## src/rtl/td4_pkg.sv

```systemverilog
// Shared constants for the TD4 control sequencer: opcodes, ALU source
// select encoding and the two-state FETCH/EXEC encoding.
package td4_pkg;

  localparam logic [3:0] OP_ADD_A  = 4'h0;
  localparam logic [3:0] OP_MOV_AB = 4'h1;
  localparam logic [3:0] OP_IN_A   = 4'h2;
  localparam logic [3:0] OP_MOV_A  = 4'h3;
  localparam logic [3:0] OP_MOV_BA = 4'h4;
  localparam logic [3:0] OP_ADD_B  = 4'h5;
  localparam logic [3:0] OP_IN_B   = 4'h6;
  localparam logic [3:0] OP_MOV_B  = 4'h7;
  localparam logic [3:0] OP_OUT_B  = 4'h9;
  localparam logic [3:0] OP_OUT_IM = 4'hB;
  localparam logic [3:0] OP_JNC    = 4'hE;
  localparam logic [3:0] OP_JMP    = 4'hF;

  localparam logic [1:0] SEL_A    = 2'd0;
  localparam logic [1:0] SEL_B    = 2'd1;
  localparam logic [1:0] SEL_IN   = 2'd2;
  localparam logic [1:0] SEL_ZERO = 2'd3;

  typedef enum logic {
    ST_FETCH = 1'b0,
    ST_EXEC  = 1'b1
  } state_t;

endpackage

```

## src/rtl/td4_decoder.sv

```systemverilog
// Combinational instruction decoder: maps the instruction register and carry
// flag to ALU select, immediate, active-low chip selects and PC load.
module td4_decoder
  import td4_pkg::*;
#(
  parameter int bitWidth = 4
) (
  input  logic [bitWidth+3:0] ir,
  input  logic                cf,
  input  logic                exec,
  output logic [1:0]          sel,
  output logic [bitWidth-1:0] imm,
  output logic                cs_a,
  output logic                cs_b,
  output logic                cs_out,
  output logic                cs_pc,
  output logic                pc_load
);

  logic [3:0] opcode;

  assign opcode = ir[bitWidth+3:bitWidth];
  assign imm    = ir[bitWidth-1:0];

  always_comb begin
    sel     = SEL_A;
    cs_a    = 1'b1;
    cs_b    = 1'b1;
    cs_out  = 1'b1;
    cs_pc   = 1'b1;
    pc_load = 1'b0;
    if (exec) begin
      // Every executed instruction advances or loads the PC.
      cs_pc = 1'b0;
      sel   = SEL_ZERO;
      case (opcode)
        OP_ADD_A:  begin sel = SEL_A;    cs_a   = 1'b0; end
        OP_ADD_B:  begin sel = SEL_B;    cs_b   = 1'b0; end
        OP_MOV_A:  begin sel = SEL_ZERO; cs_a   = 1'b0; end
        OP_MOV_B:  begin sel = SEL_ZERO; cs_b   = 1'b0; end
        OP_MOV_AB: begin sel = SEL_B;    cs_a   = 1'b0; end
        OP_MOV_BA: begin sel = SEL_A;    cs_b   = 1'b0; end
        OP_IN_A:   begin sel = SEL_IN;   cs_a   = 1'b0; end
        OP_IN_B:   begin sel = SEL_IN;   cs_b   = 1'b0; end
        OP_OUT_B:  begin sel = SEL_B;    cs_out = 1'b0; end
        OP_OUT_IM: begin sel = SEL_ZERO; cs_out = 1'b0; end
        OP_JMP:    begin sel = SEL_ZERO; pc_load = 1'b1; end
        OP_JNC:    begin sel = SEL_ZERO; pc_load = ~cf;  end
        default:   sel = SEL_ZERO;
      endcase
    end
  end

endmodule

```

## src/rtl/td4_sequencer.sv

```systemverilog
// Two-state FETCH/EXEC sequencer for the TD4 CPU; owns IR and the carry flag.
// Optional single-step gating is enabled by defining TD4_SINGLE_STEP_EN.
module td4_sequencer
  import td4_pkg::*;
#(
  parameter int bitWidth = 4
) (
  input  logic                CLK,
  input  logic                CLR,
  input  logic [bitWidth+3:0] INSTR,
  input  logic                C_ALU,
`ifdef TD4_SINGLE_STEP_EN
  input  logic                STEP,
`endif
  output logic [1:0]          SEL,
  output logic [bitWidth-1:0] IMM,
  output logic                CS_A,
  output logic                CS_B,
  output logic                CS_OUT,
  output logic                CS_PC,
  output logic                PC_LOAD,
  output logic                FETCH,
  output logic                CF
);

  state_t              state;
  state_t              next_state;
  logic [bitWidth+3:0] ir;
  logic                cf_q;
  logic                advance;
  logic                exec_active;

`ifdef TD4_SINGLE_STEP_EN
  assign advance = STEP;
`else
  assign advance = 1'b1;
`endif

  always_ff @(posedge CLK) begin
    if (!CLR) state <= ST_FETCH;
    else      state <= next_state;
  end

  always_comb begin
    next_state = state;
    case (state)
      ST_FETCH: next_state = advance ? ST_EXEC : ST_FETCH;
      ST_EXEC:  next_state = ST_FETCH;
      default:  next_state = ST_FETCH;
    endcase
  end

  // IR loads only on an advancing FETCH edge; CF follows the ALU on every EXEC edge.
  always_ff @(posedge CLK) begin
    if (!CLR) begin
      ir   <= '0;
      cf_q <= 1'b0;
    end else begin
      if (state == ST_FETCH && advance) ir <= INSTR;
      if (state == ST_EXEC) cf_q <= C_ALU;
    end
  end

  // A low CLR masks EXEC so the cleared cycle asserts no chip select.
  always_comb begin
    exec_active = (state == ST_EXEC) && CLR;
    FETCH       = (state == ST_FETCH) || !CLR;
    CF          = cf_q;
  end

  td4_decoder #(.bitWidth(bitWidth)) u_decoder (
    .ir      (ir),
    .cf      (cf_q),
    .exec    (exec_active),
    .sel     (SEL),
    .imm     (IMM),
    .cs_a    (CS_A),
    .cs_b    (CS_B),
    .cs_out  (CS_OUT),
    .cs_pc   (CS_PC),
    .pc_load (PC_LOAD)
  );

endmodule

```

## config.mk

```make
export PLATFORM = sky130hd
export DESIGN_NAME = td4_sequencer
export DESIGN_NICKNAME = d
export VERILOG_FILES = /design/src/rtl/td4_pkg.sv /design/src/rtl/td4_decoder.sv /design/src/rtl/td4_sequencer.sv
export SDC_FILE = /design/constraint.sdc
export NUM_CORES = 1
export LEC_CHECK = 0
export ABC_CLOCK_PERIOD_IN_PS = 1900
export BUFFER_PORTS_ARGS = -buffer_cell sky130_fd_sc_hd__buf_4
export CORE_AREA = 2 2 39 41
export CTS_CLUSTER_SIZE = 16
export DETAILED_ROUTE_END_ITERATION = 7
export DIE_AREA = 0 0 41 43
export PLACE_DENSITY = 0.7
export SYNTH_ARGS = -nofsm -noshare
export SYNTH_HDL_FRONTEND = slang
export SYNTH_HIERARCHICAL = 1
export SYNTH_SLANG_ARGS = --single-unit
```

## constraint.sdc

```tcl
create_clock -name CLK -period 1.9 [get_ports CLK]
set_input_delay 0.38 -clock CLK [delete_from_list [all_inputs] [get_ports CLK]]
set_output_delay 0.38 -clock CLK [all_outputs]
set_load 0.05 [all_outputs]
```

==> implementation parameters, run 1 <==
Parameter                              Value

Synthesis
  Mean cell area of the mapped netlist ... 9.65 um2
  Number of synthesized register bits ... 10
  Number of library cell types mapped by synthesis ... 18
  Yosys warning total ... 6
  Gate count of the mapped netlist ... 49
  Post-synthesis net count ... 60
  Post-synthesis sequential area ratio ... a little over two fifths
  Summed instance area of the synthesized netlist ... around 470 um2

Clock tree
  Htree depth ... 1
  Number of setup buffers added after CTS ... 0
  Clock slew at reported path FFs ... 60 ps
  Buffer type at the clock tree root ... sky130_fd_sc_hd__clkbuf_4
  Deepest clock path buffer count ... 2
  Number of buffers inserted during clock tree synthesis ... 3
  TritonCTS clock tree ... yes
  Number of gates resized after cts ... 0
  Hold-fix buffer count after cts ... 0
  CTS sink count ... 10
  Clk_lat worst skew ... 250 ps

Timing
  Relative slew slack ... between 70% and 80%
  Largest clock skew in the final design ... 1.49 ps
  Count of endpoints failing hold in the final timing report ... 0
  Worst slack on hold paths ... approximately 380 ps
  Maximum clock frequency ... 566 MHz
  Min Tclk post-route ... 1770 ps
  Worst-Margin Slew ... 337 ps
  Ratio of final minimum period to clock period ... 92.9%
  Accumulated negative setup slack ... 0 ps
  Count of final setup violators ... 0
  Final-report max-slew violation count ... 0
  Unrepaired setup endpoints after global routing ... no

Finish
  Share of layout cells above drive strength 1 ... between 40% and 50%
  Relative area change from synthesis to final layout ... 44.2%
  Count of fill cells added during filler insertion ... around 150
  Ant. Diodes ... 0
  Final net count ... 83

Global routing
  Number of global-route vias before repair ... 395
  Largest net degree at the start of global routing ... 12
  Gr usage total ... between 10 and 15%
  Met1 Resource Use GR ... 12.5%
  Met3 layer usage reported by global route ... 6.81%
  Initial antenna violation count ... 0
  Global route overflow ... 0
  Gr busiest metal ... met2
  First-pass GRT wire length ... 1510 um
  GR Util met2 ... between 20% and 30%

Die
  Standard-cell row count ... 14
  Chip Width ... 41 um
  Die span in y ... 43 um
  Die ar. ... 0.00176 mm2
  Effective utilization at floorplan ... 34.2%
  Core footprint ... 0.00138 mm2
  Top-level port count ... 24

Critical path
  Crit path capture type ... output pin
  Endpoint required time on the critical path ... 1520 ps
  Worst flop-to-flop path startpoint ... state
  Source of the critical timing path ... state
  Startpoint type of the worst setup path ... flop
  CP Max Fanout ... 5
  Critical path type ... reg2out
  Arrival time of the worst setup path ... 1390 ps

Placement
  Detail Placement HPWL ... approximately 660 um
  IO buf count ... 23
  Routability-driven placement congestion ratio ... 0.670

Drt
  Antenna-violating nets left ... 0
  Average detailed-routed wire length per instance ... ~10 um
  DRC errors left ... 0
  Iteration-0 DRC Markers ... 2
  Overall via count from detail_route ... 384
  Drt via density ... 4.47
  Detailed-route wire length ... 873 um
  DRT Pass-1 Iters ... 2

Worst hold path
  Critical hold path startpoint ... INSTR[1]
  Worst Hold Class ... in2reg

Power and ir drop
  Maximum vdd ir drop ... 0.452 mV
  Power density over cell area ... 732 mW/mm2
  Leakage dissipation ... 0.312 nW

Outcome
  Run status ... finished clean

Job
  Max-cap violations ... 0
-- cell usage in the layout, fill, tap and decap left out, drive strengths merged, types with 3 or more instances in the layout --
master,instances
clkbuf,3
buf,24
mux2i,9
nor2b,9
dfxtp,10
nor2,3
inv,3
-- metal layers --
| metal | vias up | wire (um) |
|---|---|---|
| li1 | 199 | - |
| met1 | 169 | 370 |
| met2 | 16 | 425 |
| met3 | 0 | 76 |
| met4 | 0 | 0 |
| met5 | - | 0 |
-- worst max-delay path: stages (launching register included) --
cell and delay (ps):
sky130_fd_sc_hd__dfxtp_1 360, sky130_fd_sc_hd__nand2_4 50, sky130_fd_sc_hd__inv_1 130, sky130_fd_sc_hd__inv_2 80, sky130_fd_sc_hd__or3_4 320, sky130_fd_sc_hd__buf_4 190
-- final cells by class --
type	count	area, um2	share of cell area [%]
multi-input combinational	30	248	36.3
inverter	3	11.3	1.65
tap	16	20.0	2.94
sequential	10	200	29.4
timing repair buffer	24	180	26.4
clock buffer	3	22.5	3.30
-- per-stage QoR --
stage          cell area [um2]  worst slack [ps]  power (mW)  utilization (%)  instances
4_1_cts                    682               122       0.509             49.3         86
3_3_place_gp               659               246       0.369             47.6         83
3_5_place_dp               659               214       0.371             47.6         83
2_1_floorplan              505               102       0.338                -         49
6_report                   682               135       0.499             49.3         86
5_1_grt                    682              62.6       0.528             49.3         86
-- state kept, by name, indices dropped and copies added (netlist names) --
register,cells
ir,8
CF,1
state,1
-- where the power goes --
group	switching, mW	leakage, nW	total [mW]	internal [mW]
registers	0.0129	0.0829	0.237	0.224
logic	0.0745	0.215	0.128	0.0535
clock network	0.0615	0.0138	0.134	0.0726
-- cells by family after synthesis --
kind of cell           synth area share [%]
AO/OA/AOI/OAI                          2.11
multiplexers                           19.0
AND/OR/NAND/NOR                        24.6
buffers and inverters                  11.9
flip-flops                             42.3
-- synth_stat cells, drive strengths merged --
master,count,area (um2)
buf,5,41.3
nand4b,1,8.76
dfxtp,10,200
nor2b,9,56.3
inv,3,11.3
nor2,3,11.3
nand4,1,6.26
clkbuf,1,3.75
nand3b,1,7.51
o21ai,1,5.00
or3,1,6.26
nor3b,1,7.51
and2b,1,8.76
nand2,1,3.75
mux2i,9,90.1
a21oi,1,5.00
-- final timing paths --
check	cells past startpoint	slack (ps)	endpoint
setup / recovery	5	130	CS_A
hold / removal	3	380	ir[1]
setup reg to reg	3	940	ir[3]
hold reg to reg	2	520	ir[1]
No activity file was read; power rests on OpenSTA's default activity.
==> inputs of run 2 (changes only) <==
--- a/config.mk
+++ b/config.mk
@@ -5,13 +5,14 @@
 export SDC_FILE = /design/constraint.sdc
 export NUM_CORES = 1
 export LEC_CHECK = 0
-export ABC_CLOCK_PERIOD_IN_PS = 1900
 export BUFFER_PORTS_ARGS = -buffer_cell sky130_fd_sc_hd__buf_4
-export CORE_AREA = 2 2 39 41
+export CELL_PAD_IN_SITES_DETAIL_PLACEMENT = 1
+export CELL_PAD_IN_SITES_GLOBAL_PLACEMENT = 2
+export CORE_MARGIN = 2
+export CORE_UTILIZATION = 25
 export CTS_CLUSTER_SIZE = 16
 export DETAILED_ROUTE_END_ITERATION = 7
-export DIE_AREA = 0 0 41 43
-export PLACE_DENSITY = 0.7
+export PLACE_DENSITY = 0.83
 export SYNTH_ARGS = -nofsm -noshare
 export SYNTH_HDL_FRONTEND = slang
 export SYNTH_HIERARCHICAL = 1
==> run 2 against run 1 <==
Net effect:
- flip-flop and latch count unchanged
- combinational power about the same
- clock-buffer cell count unchanged
- routed wire length increased by 7.1%
- largest cell class unchanged
- clock power increased by 3%
- die area increased by 28%
- worst hold slack improved by 2.4 ps
- via count increased by 6.0%
- largest power group unchanged
- first-iteration DRC count unchanged
- highest routed layer is now met4
==> implementation parameters, run 2 (synthesis results as in run 1) <==
Parameter                              Value

Timing
  Largest clock skew in the final design ... 0.842 ps (was 1.49 ps)
  Count of final setup violators ... 0 (unchanged)
  Ratio of final minimum period to clock period ... 93.2% (was 92.9%)
  Relative slew slack ... 76.0% (was 77.3%)
  Maximum clock frequency ... 565 MHz (was 566 MHz)
  Accumulated negative setup slack ... 0 ps (unchanged)
  Final-report max-slew violation count ... 0 (unchanged)
  Unrepaired setup endpoints after global routing ... no (unchanged)
  Min Tclk post-route ... 1770 ps (about the same)
  Count of endpoints failing hold in the final timing report ... 0 (unchanged)
  Worst slack on hold paths ... 379 ps (was 376 ps)
  Final worst-path setup slack ... 129 ps (was 135 ps)
  Worst-Margin Slew ... 356 ps (was 337 ps)

Finish
  Ant. Diodes ... 0 (unchanged)
  Layout Cells excl Fill ... 95 (was 86)
  Share of layout cells above drive strength 1 ... 48.6% (unchanged)
  Most common library cell in the layout ignoring fill and taps ... sky130_fd_sc_hd__buf_4 (unchanged)
  Count of fill cells added during filler insertion ... 203 (was 146)
  Max FFs per register ... 8 (unchanged)
  Relative area change from synthesis to final layout ... 46.6% (was 44.2%)
  Register with the most flip-flops ... ir (unchanged)
  Commonest non-fill, non-tap cells in the layout ... 24 x sky130_fd_sc_hd__buf_4, 10 x sky130_fd_sc_hd__dfxtp_1, 9 x sky130_fd_sc_hd__mux2i_1, 9 x sky130_fd_sc_hd__nor2b_1, 3 x sky130_fd_sc_hd__clkbuf_4 (unchanged)
  Final net count ... 83 (unchanged)

Clock tree
  Deepest clock path buffer count ... 2 (unchanged)
  Hold-fix buffer count after cts ... 0 (unchanged)
  Clk_lat worst skew ... 260 ps (was 250 ps)
  Clock slew at reported path FFs ... 60 ps (about the same)
  Buffer type at the clock tree root ... sky130_fd_sc_hd__clkbuf_4 (unchanged)
  Number of buffers inserted during clock tree synthesis ... 3 (unchanged)
  Number of setup buffers added after CTS ... 0 (unchanged)
  Htree depth ... 1 (unchanged)
  Number of gates resized after cts ... 0 (unchanged)
  TritonCTS clock tree ... yes (unchanged)
  CTS sink count ... 10 (unchanged)

Critical path
  Arrival time of the worst setup path ... 1390 ps (about the same)
  Slowest stage cell, crit path ... sky130_fd_sc_hd__dfxtp_1 (unchanged)
  Worst R2R Path Depth ... 3 (unchanged)
  Startpoint type of the worst setup path ... flop (unchanged)
  Worst path cell trace ... nand2_4 -> inv_1 -> inv_2 -> or3_4 -> buf_4 (unchanged)
  Crit path capture type ... output pin (unchanged)
  Critical path type ... reg2out (unchanged)
  Source of the critical timing path ... state (unchanged)
  Critical Path Sink ... CS_A (unchanged)
  Endpoint required time on the critical path ... 1520 ps (about the same)
  CP Max Fanout ... 5 (unchanged)
  Crit path depth ... 5 (unchanged)
  Critical path's largest stage delay ... 370 ps (was 360 ps)
  Buffers plus inverters on the worst setup path ... 3 (unchanged)
  Endpoint of the worst register-to-register path ... ir[5] (was ir[3])
  Worst flop-to-flop path startpoint ... state (unchanged)
  Kind of cell adding the most delay to the critical path ... buffers and inverters (unchanged)
  Slack of the worst reg-to-reg path ... 920 ps (was 940 ps)

Drt
  Drt via density ... 4.28 (was 4.47)
  Antenna-violating nets left ... 0 (unchanged)
  DRC errors left ... 0 (unchanged)
  DRT Pass-1 Iters ... 2 (unchanged)
  Overall via count from detail_route ... 407 (was 384)
  Detailed-route wire length ... 935 um (was 873 um)
  Average detailed-routed wire length per instance ... 9.84 um (was 10.2 um)
  Iteration-0 DRC Markers ... 2 (unchanged)

Die
  Top-level port count ... 24 (unchanged)
  Chip Width ... 47.5 um (was 41 um)
  Die ar. ... 0.00226 mm2 (was 0.00176 mm2)
  Standard-cell row count ... 15 (was 14)
  Die span in y ... 47.5 um (was 43 um)
  Effective utilization at floorplan ... 27.1% (was 34.2%)
  Core footprint ... 0.00175 mm2 (was 0.00138 mm2)

Placement
  Routability-driven placement congestion ratio ... 0.730 (was 0.670)
  Post-placement worst setup slack ... 226 ps (was 214 ps)
  Detail Placement HPWL ... 753 um (was 661 um)
  Number of placed instances, taps included ... 92 (was 83)
  IO buf count ... 23 (unchanged)

Global routing
  Global route overflow ... 0 (unchanged)
  Met3 layer usage reported by global route ... 2.64% (was 6.81%)
  Largest net degree at the start of global routing ... 12 (unchanged)
  Gr usage total ... 9.77% (was 12.7%)
  Met1 Resource Use GR ... 11.5% (was 12.5%)
  Number of global-route vias before repair ... 380 (was 395)
  First-pass GRT wire length ... 1520 um (was 1510 um)
  GR Util met2 ... 15.4% (was 21.6%)
  Initial antenna violation count ... 0 (unchanged)
  Gr busiest metal ... met2 (unchanged)

Job
  Max-cap violations ... 0 (unchanged)

Power and ir drop
  Leakage dissipation ... 0.312 nW (unchanged)
  Part of the total power dissipated in combinational logic ... 25.5% (was 25.6%)
  Maximum vdd ir drop ... 0.323 mV (was 0.452 mV)
  Post-layout power ... 0.504 mW (was 0.499 mW)
  Switch Pwr ... 0.153 mW (was 0.149 mW)
  Share of total power in sequential cells ... 47.1% (was 47.5%)
  Clk network pwr share ... 27.4% (was 26.9%)
  Switching fraction of total power ... 30.4% (was 29.8%)
  Cell Int Power ... 0.351 mW (was 0.350 mW)
  Power density over cell area ... 727 mW/mm2 (was 732 mW/mm2)

Outcome
  Run status ... finished clean (unchanged)

Worst hold path
  Worst Hold Class ... in2reg (unchanged)
-- run 2: metrics by stage --
| stage | utilization (%) | instance area (um2) |
|---|---|---|
| after detailed placement | 38.4 | 671 |
| final | 39.7 | 693 |
| after global routing | 39.7 | 693 |
| after floorplan | - | 505 |
| after CTS | 39.7 | 693 |
| after global placement | 38.4 | 671 |
-- run 2: layer usage --
layer,part of all wire (%),vias up
met1,40,187
met5,0,-
met4,1.4,0
li1,-,199
met2,48,19
met3,10,2
-- run 2: power groups by stage --
stage	Sequential [mW]	Combinational (mW)	Clock [mW]
after floorplan	0.243	0.0955	0
after global placement	0.242	0.129	0
after detailed placement	0.242	0.130	0
after CTS	0.238	0.130	0.144
after global routing	0.240	0.137	0.150
final	0.237	0.128	0.138
-- run 2: worst reg2reg max path, delay by kind of cell, from the launching register on --
family	cells	cell delay, ps
mux	1	220
buf+inv	1	230
flops	1	370
simple gates	1	60
-- run 2: how the worst min path moves through the flow --
stage	endpoint	cells after the start	slack [ps]	from
final	ir[1]	3	380	INSTR[1]
after global routing	ir[5]	3	390	INSTR[5]
after CTS	ir[0]	3	380	INSTR[0]
after detailed placement	ir[0]	2	520	ir[0]
after global placement	ir[2]	2	510	ir[2]
after floorplan	ir[0]	2	490	ir[0]
-- run 2: cell type report --
type / count / area (um2) / area share (%)
Timing Repair Buffer: 24 / 180 / 26.0
Tap cell: 25 / 31.3 / 4.51
Clock buffer: 3 / 22.5 / 3.25
Sequential cell: 10 / 200 / 28.9
Multi-Input combinational cell: 30 / 248 / 35.7
Inverter: 3 / 11.3 / 1.62
==> inputs of run 3 (changes only) <==
--- a/config.mk
+++ b/config.mk
@@ -5,14 +5,16 @@
 export SDC_FILE = /design/constraint.sdc
 export NUM_CORES = 1
 export LEC_CHECK = 0
+export ABC_AREA = 1
 export BUFFER_PORTS_ARGS = -buffer_cell sky130_fd_sc_hd__buf_4
 export CELL_PAD_IN_SITES_DETAIL_PLACEMENT = 1
 export CELL_PAD_IN_SITES_GLOBAL_PLACEMENT = 2
 export CORE_MARGIN = 2
-export CORE_UTILIZATION = 25
+export CORE_UTILIZATION = 23
 export CTS_CLUSTER_SIZE = 16
 export DETAILED_ROUTE_END_ITERATION = 7
-export PLACE_DENSITY = 0.83
+export HOLD_SLACK_MARGIN = 0.05
+export PLACE_DENSITY = 0.84
 export SYNTH_ARGS = -nofsm -noshare
 export SYNTH_HDL_FRONTEND = slang
 export SYNTH_HIERARCHICAL = 1
==> run 3 against run 2 <==
Net effect:
- combinational power about the same
- die area grew 8.5%
- highest routed layer unchanged
- flip-flop and latch count unchanged
- setup slack improved by 150 ps
- largest power group unchanged
- register-to-register slack improved by 90 ps
- via count grew 24%
- area after synthesis rose by 0.53%
- synthesized cell count increased by 37%
==> implementation parameters, run 3 <==
Parameter                              Value

Outcome
  Run status ... finished clean (unchanged)

Synthesis
  Top FF cell, synth ... sky130_fd_sc_hd__dfxtp_1 (unchanged)
  Number of synthesized register bits ... 10 (unchanged)
  Ranking of synthesized cells by instance count ... 22 x sky130_fd_sc_hd__nand3_1, 16 x sky130_fd_sc_hd__nand2_1, 10 x sky130_fd_sc_hd__dfxtp_1 (was 10 x sky130_fd_sc_hd__dfxtp_1, 9 x sky130_fd_sc_hd__mux2i_1, 9 x sky130_fd_sc_hd__nor2b_1)
  Share of Yosys cell area claimed by the top area cell type ... 42.1% (was 42.3%)
  Gate count of the mapped netlist ... 67 (was 49)
  Number of library cell types mapped by synthesis ... 10 (was 18)
  Leading cell type by number of instances after synthesis ... sky130_fd_sc_hd__nand3_1 (was sky130_fd_sc_hd__dfxtp_1)
  Post-synthesis sequential area ratio ... 42.1% (was 42.3%)
  Yosys warning total ... 6 (unchanged)
  Synth area leaders ... sky130_fd_sc_hd__dfxtp_1 42%, sky130_fd_sc_hd__nand3_1 23%, sky130_fd_sc_hd__nand2_1 13% (was sky130_fd_sc_hd__dfxtp_1 42%, sky130_fd_sc_hd__mux2i_1 19%, sky130_fd_sc_hd__nor2b_1 12%)
  Post-synthesis net count ... 78 (was 60)
  Count of flip-flops with a built-in enable after synthesis ... 0 (unchanged)
  Cell type contributing the most total cell area after synthesis ... sky130_fd_sc_hd__dfxtp_1 (unchanged)
  Asr flop ratio synth ... 0% (unchanged)
  Mean cell area of the mapped netlist ... 7.10 um2 (was 9.65 um2)
  Summed instance area of the synthesized netlist ... 475 um2 (was 473 um2)

Finish
  Commonest non-fill, non-tap cells in the layout ... 25 x sky130_fd_sc_hd__buf_4, 22 x sky130_fd_sc_hd__nand3_1, 16 x sky130_fd_sc_hd__nand2_1 (was 24 x sky130_fd_sc_hd__buf_4, 10 x sky130_fd_sc_hd__dfxtp_1, 9 x sky130_fd_sc_hd__mux2i_1, 9 x sky130_fd_sc_hd__nor2b_1, 3 x sky130_fd_sc_hd__clkbuf_4)
  Storage cell area ... 200 um2 (unchanged)
  Post-layout util ... 35.2% (was 39.7%)
  Relative area change from synthesis to final layout ... 45.3% (was 46.6%)
  Register with the most flip-flops ... ir (unchanged)
  Area taken by multi-input logic gates ... 203 um2 (was 248 um2)
  Ant. Diodes ... 0 (unchanged)
  Post-route cell area ... 691 um2 (was 693 um2)
  Most common library cell in the layout ignoring fill and taps ... sky130_fd_sc_hd__buf_4 (unchanged)
  Max FFs per register ... 8 (unchanged)
  Final net count ... 101 (was 83)
  Count of fill cells added during filler insertion ... 269 (was 203)
  Share of layout cells above drive strength 1 ... 37.1% (was 48.6%)

Critical path
  Critical path's largest stage delay ... 350 ps (was 370 ps)
  Kind of cell adding the most delay to the critical path ... buffers and inverters (unchanged)
  Slack of the worst reg-to-reg path ... 1010 ps (was 920 ps)
  Source of the critical timing path ... state (unchanged)
  Endpoint of the worst register-to-register path ... ir[2] (was ir[5])
  Worst flop-to-flop path startpoint ... state (unchanged)
  Endpoint required time on the critical path ... 1520 ps (about the same)
  Crit path capture type ... output pin (unchanged)
  Startpoint type of the worst setup path ... flop (unchanged)
  Buffers plus inverters on the worst setup path ... 3 (unchanged)
  Critical path type ... reg2out (unchanged)
  CP Max Fanout ... 6 (was 5)
  Dominant cell type by count on the critical path ... sky130_fd_sc_hd__inv_1
  Slowest stage cell, crit path ... sky130_fd_sc_hd__dfxtp_1 (unchanged)
  Arrival time of the worst setup path ... 1240 ps (was 1390 ps)
  Worst R2R Path Depth ... 4 (was 3)
  Critical Path Sink ... SEL[0] (was CS_A)
  Worst path cell trace ... nand2_2 -> inv_1 -> inv_1 -> a21oi_4 -> buf_4 (was nand2_4 -> inv_1 -> inv_2 -> or3_4 -> buf_4)
  Crit path depth ... 5 (unchanged)

Clock tree
  Clock slew at reported path FFs ... 70 ps (was 60 ps)
  Deepest clock path buffer count ... 2 (unchanged)
  Number of gates resized after cts ... 0 (unchanged)
  Hold-fix buffer count after cts ... 0 (unchanged)
  Number of setup buffers added after CTS ... 0 (unchanged)
  TritonCTS clock tree ... yes (unchanged)
  Number of buffers inserted during clock tree synthesis ... 3 (unchanged)
  Clk_lat worst skew ... 270 ps (was 260 ps)
  Htree depth ... 1 (unchanged)
  CTS sink count ... 10 (unchanged)
  Buffer type at the clock tree root ... sky130_fd_sc_hd__clkbuf_4 (unchanged)

Job
  Max-cap violations ... 0 (unchanged)

Die
  Die span in y ... 49.5 um (was 47.5 um)
  Chip Width ... 49.5 um (was 47.5 um)
  Effective utilization at floorplan ... 24.2% (was 27.1%)
  Core footprint ... 0.00196 mm2 (was 0.00175 mm2)
  Top-level port count ... 24 (unchanged)
  Standard-cell row count ... 16 (was 15)
  Die ar. ... 0.00245 mm2 (was 0.00226 mm2)

Power and ir drop
  Leakage dissipation ... 0.355 nW (was 0.312 nW)
  Post-layout power ... 0.558 mW (was 0.504 mW)
  Maximum vdd ir drop ... 0.491 mV (was 0.323 mV)
  Power density over cell area ... 808 mW/mm2 (was 727 mW/mm2)

Timing
  Ratio of final minimum period to clock period ... 85.3% (was 93.2%)
  Count of endpoints failing hold in the final timing report ... 0 (unchanged)
  Maximum clock frequency ... 617 MHz (was 565 MHz)
  Worst-Margin Slew ... 184 ps (was 356 ps)
  Count of final setup violators ... 0 (unchanged)
  Relative slew slack ... 87.7% (was 76.0%)
  Final worst-path setup slack ... 279 ps (was 129 ps)
  Final-report max-slew violation count ... 0 (unchanged)
  Worst slack on hold paths ... 325 ps (was 379 ps)
  Unrepaired setup endpoints after global routing ... no (unchanged)
  Min Tclk post-route ... 1620 ps (was 1770 ps)
  Largest clock skew in the final design ... 2.32 ps (was 0.842 ps)

Global routing
  Global route overflow ... 0 (unchanged)
  First-pass GRT wire length ... 2210 um (was 1520 um)
  Largest net degree at the start of global routing ... 20 (was 12)
  Gr usage total ... 11.8% (was 9.77%)
  Initial antenna violation count ... 0 (unchanged)
  Number of global-route vias before repair ... 530 (was 380)

Drt
  Antenna-violating nets left ... 0 (unchanged)
  Iteration-0 DRC Markers ... 1 (was 2)
  Drt via density ... 4.34 (was 4.28)
  DRT Pass-1 Iters ... 3 (was 2)
  Detailed-route wire length ... 1270 um (was 935 um)
  Overall via count from detail_route ... 503 (was 407)
  DRC errors left ... 0 (unchanged)
  Average detailed-routed wire length per instance ... 11.0 um (was 9.84 um)

Placement
  Post-placement worst setup slack ... 417 ps (was 226 ps)
  Post-detailed-placement cell area ... 654 um2 (was 671 um2)
  IO buf count ... 23 (unchanged)
  Detail Placement HPWL ... 955 um (was 753 um)
  Routability-driven placement congestion ratio ... 0.700 (was 0.730)

Worst hold path
  Worst Hold Class ... in2reg (unchanged)
  Critical hold path startpoint ... INSTR[3] (was INSTR[1])
-- run 3: changes by cell type in the layout (fill, tap and decap cells not counted), sizes merged, moves of 5 or more --
cell   before  now
mux2i       9    0
nand2       1   17
nand3       0   22
inv         3    8
nor2b       9    0
-- run 3: where the power goes --
part           internal, mW  total (mW)  switching, mW
clock network         0.116       0.195         0.0781
logic                0.0435       0.128         0.0845
registers             0.224       0.235         0.0109
-- run 3: logic make-up (layout without fill, tap and decap cells) --
logic type	after synthesis	in the layout	share of synthesized area (%)
buf+inv	15	37	18.2
flops	10	10	42.1
compound gates	1	1	1.05
simple gates	41	41	38.7
-- run 3: worst min-delay path, cell delays in order --
cell	delay [ps]
sky130_fd_sc_hd__buf_4	70
sky130_fd_sc_hd__nand3_1	60
sky130_fd_sc_hd__nand2_1	50
-- run 3: layout make-up --
class | instances | area share (%)
flip-flops and latches | 10 | 29.0
well taps | 27 | 4.89
inverters | 8 | 4.35
multi-input cells | 42 | 29.3
repair buffers | 25 | 27.2
clock buffers | 4 | 5.25
-- run 3: how the worst min path moves through the flow --
stage                     slack (ps)  endpoint  depth (start not counted)
after global routing             330     ir[4]                          3
after CTS                        320     ir[3]                          3
after global placement           450     ir[3]                          2
final                            320     ir[3]                          3
after detailed placement         450     ir[3]                          2
after floorplan                  430     ir[3]                          2
-- run 3: stage by stage --
stage | cells | TNS [ps]
floorplan | 67 | -23.8
global placement | 112 | 0
detailed placement | 112 | 0
CTS | 116 | 0
global route | 116 | 0
finish | 116 | 0
-- run 3: metal layers --
layer | vias to the layer above | track usage (%) | routed length [um]
met5 | - | 0 | 0
met4 | 0 | 5.56 | 19
met3 | 4 | 3.33 | 98
met2 | 19 | 20.5 | 610
met1 | 226 | 13.2 | 546
li1 | 254 | - | -
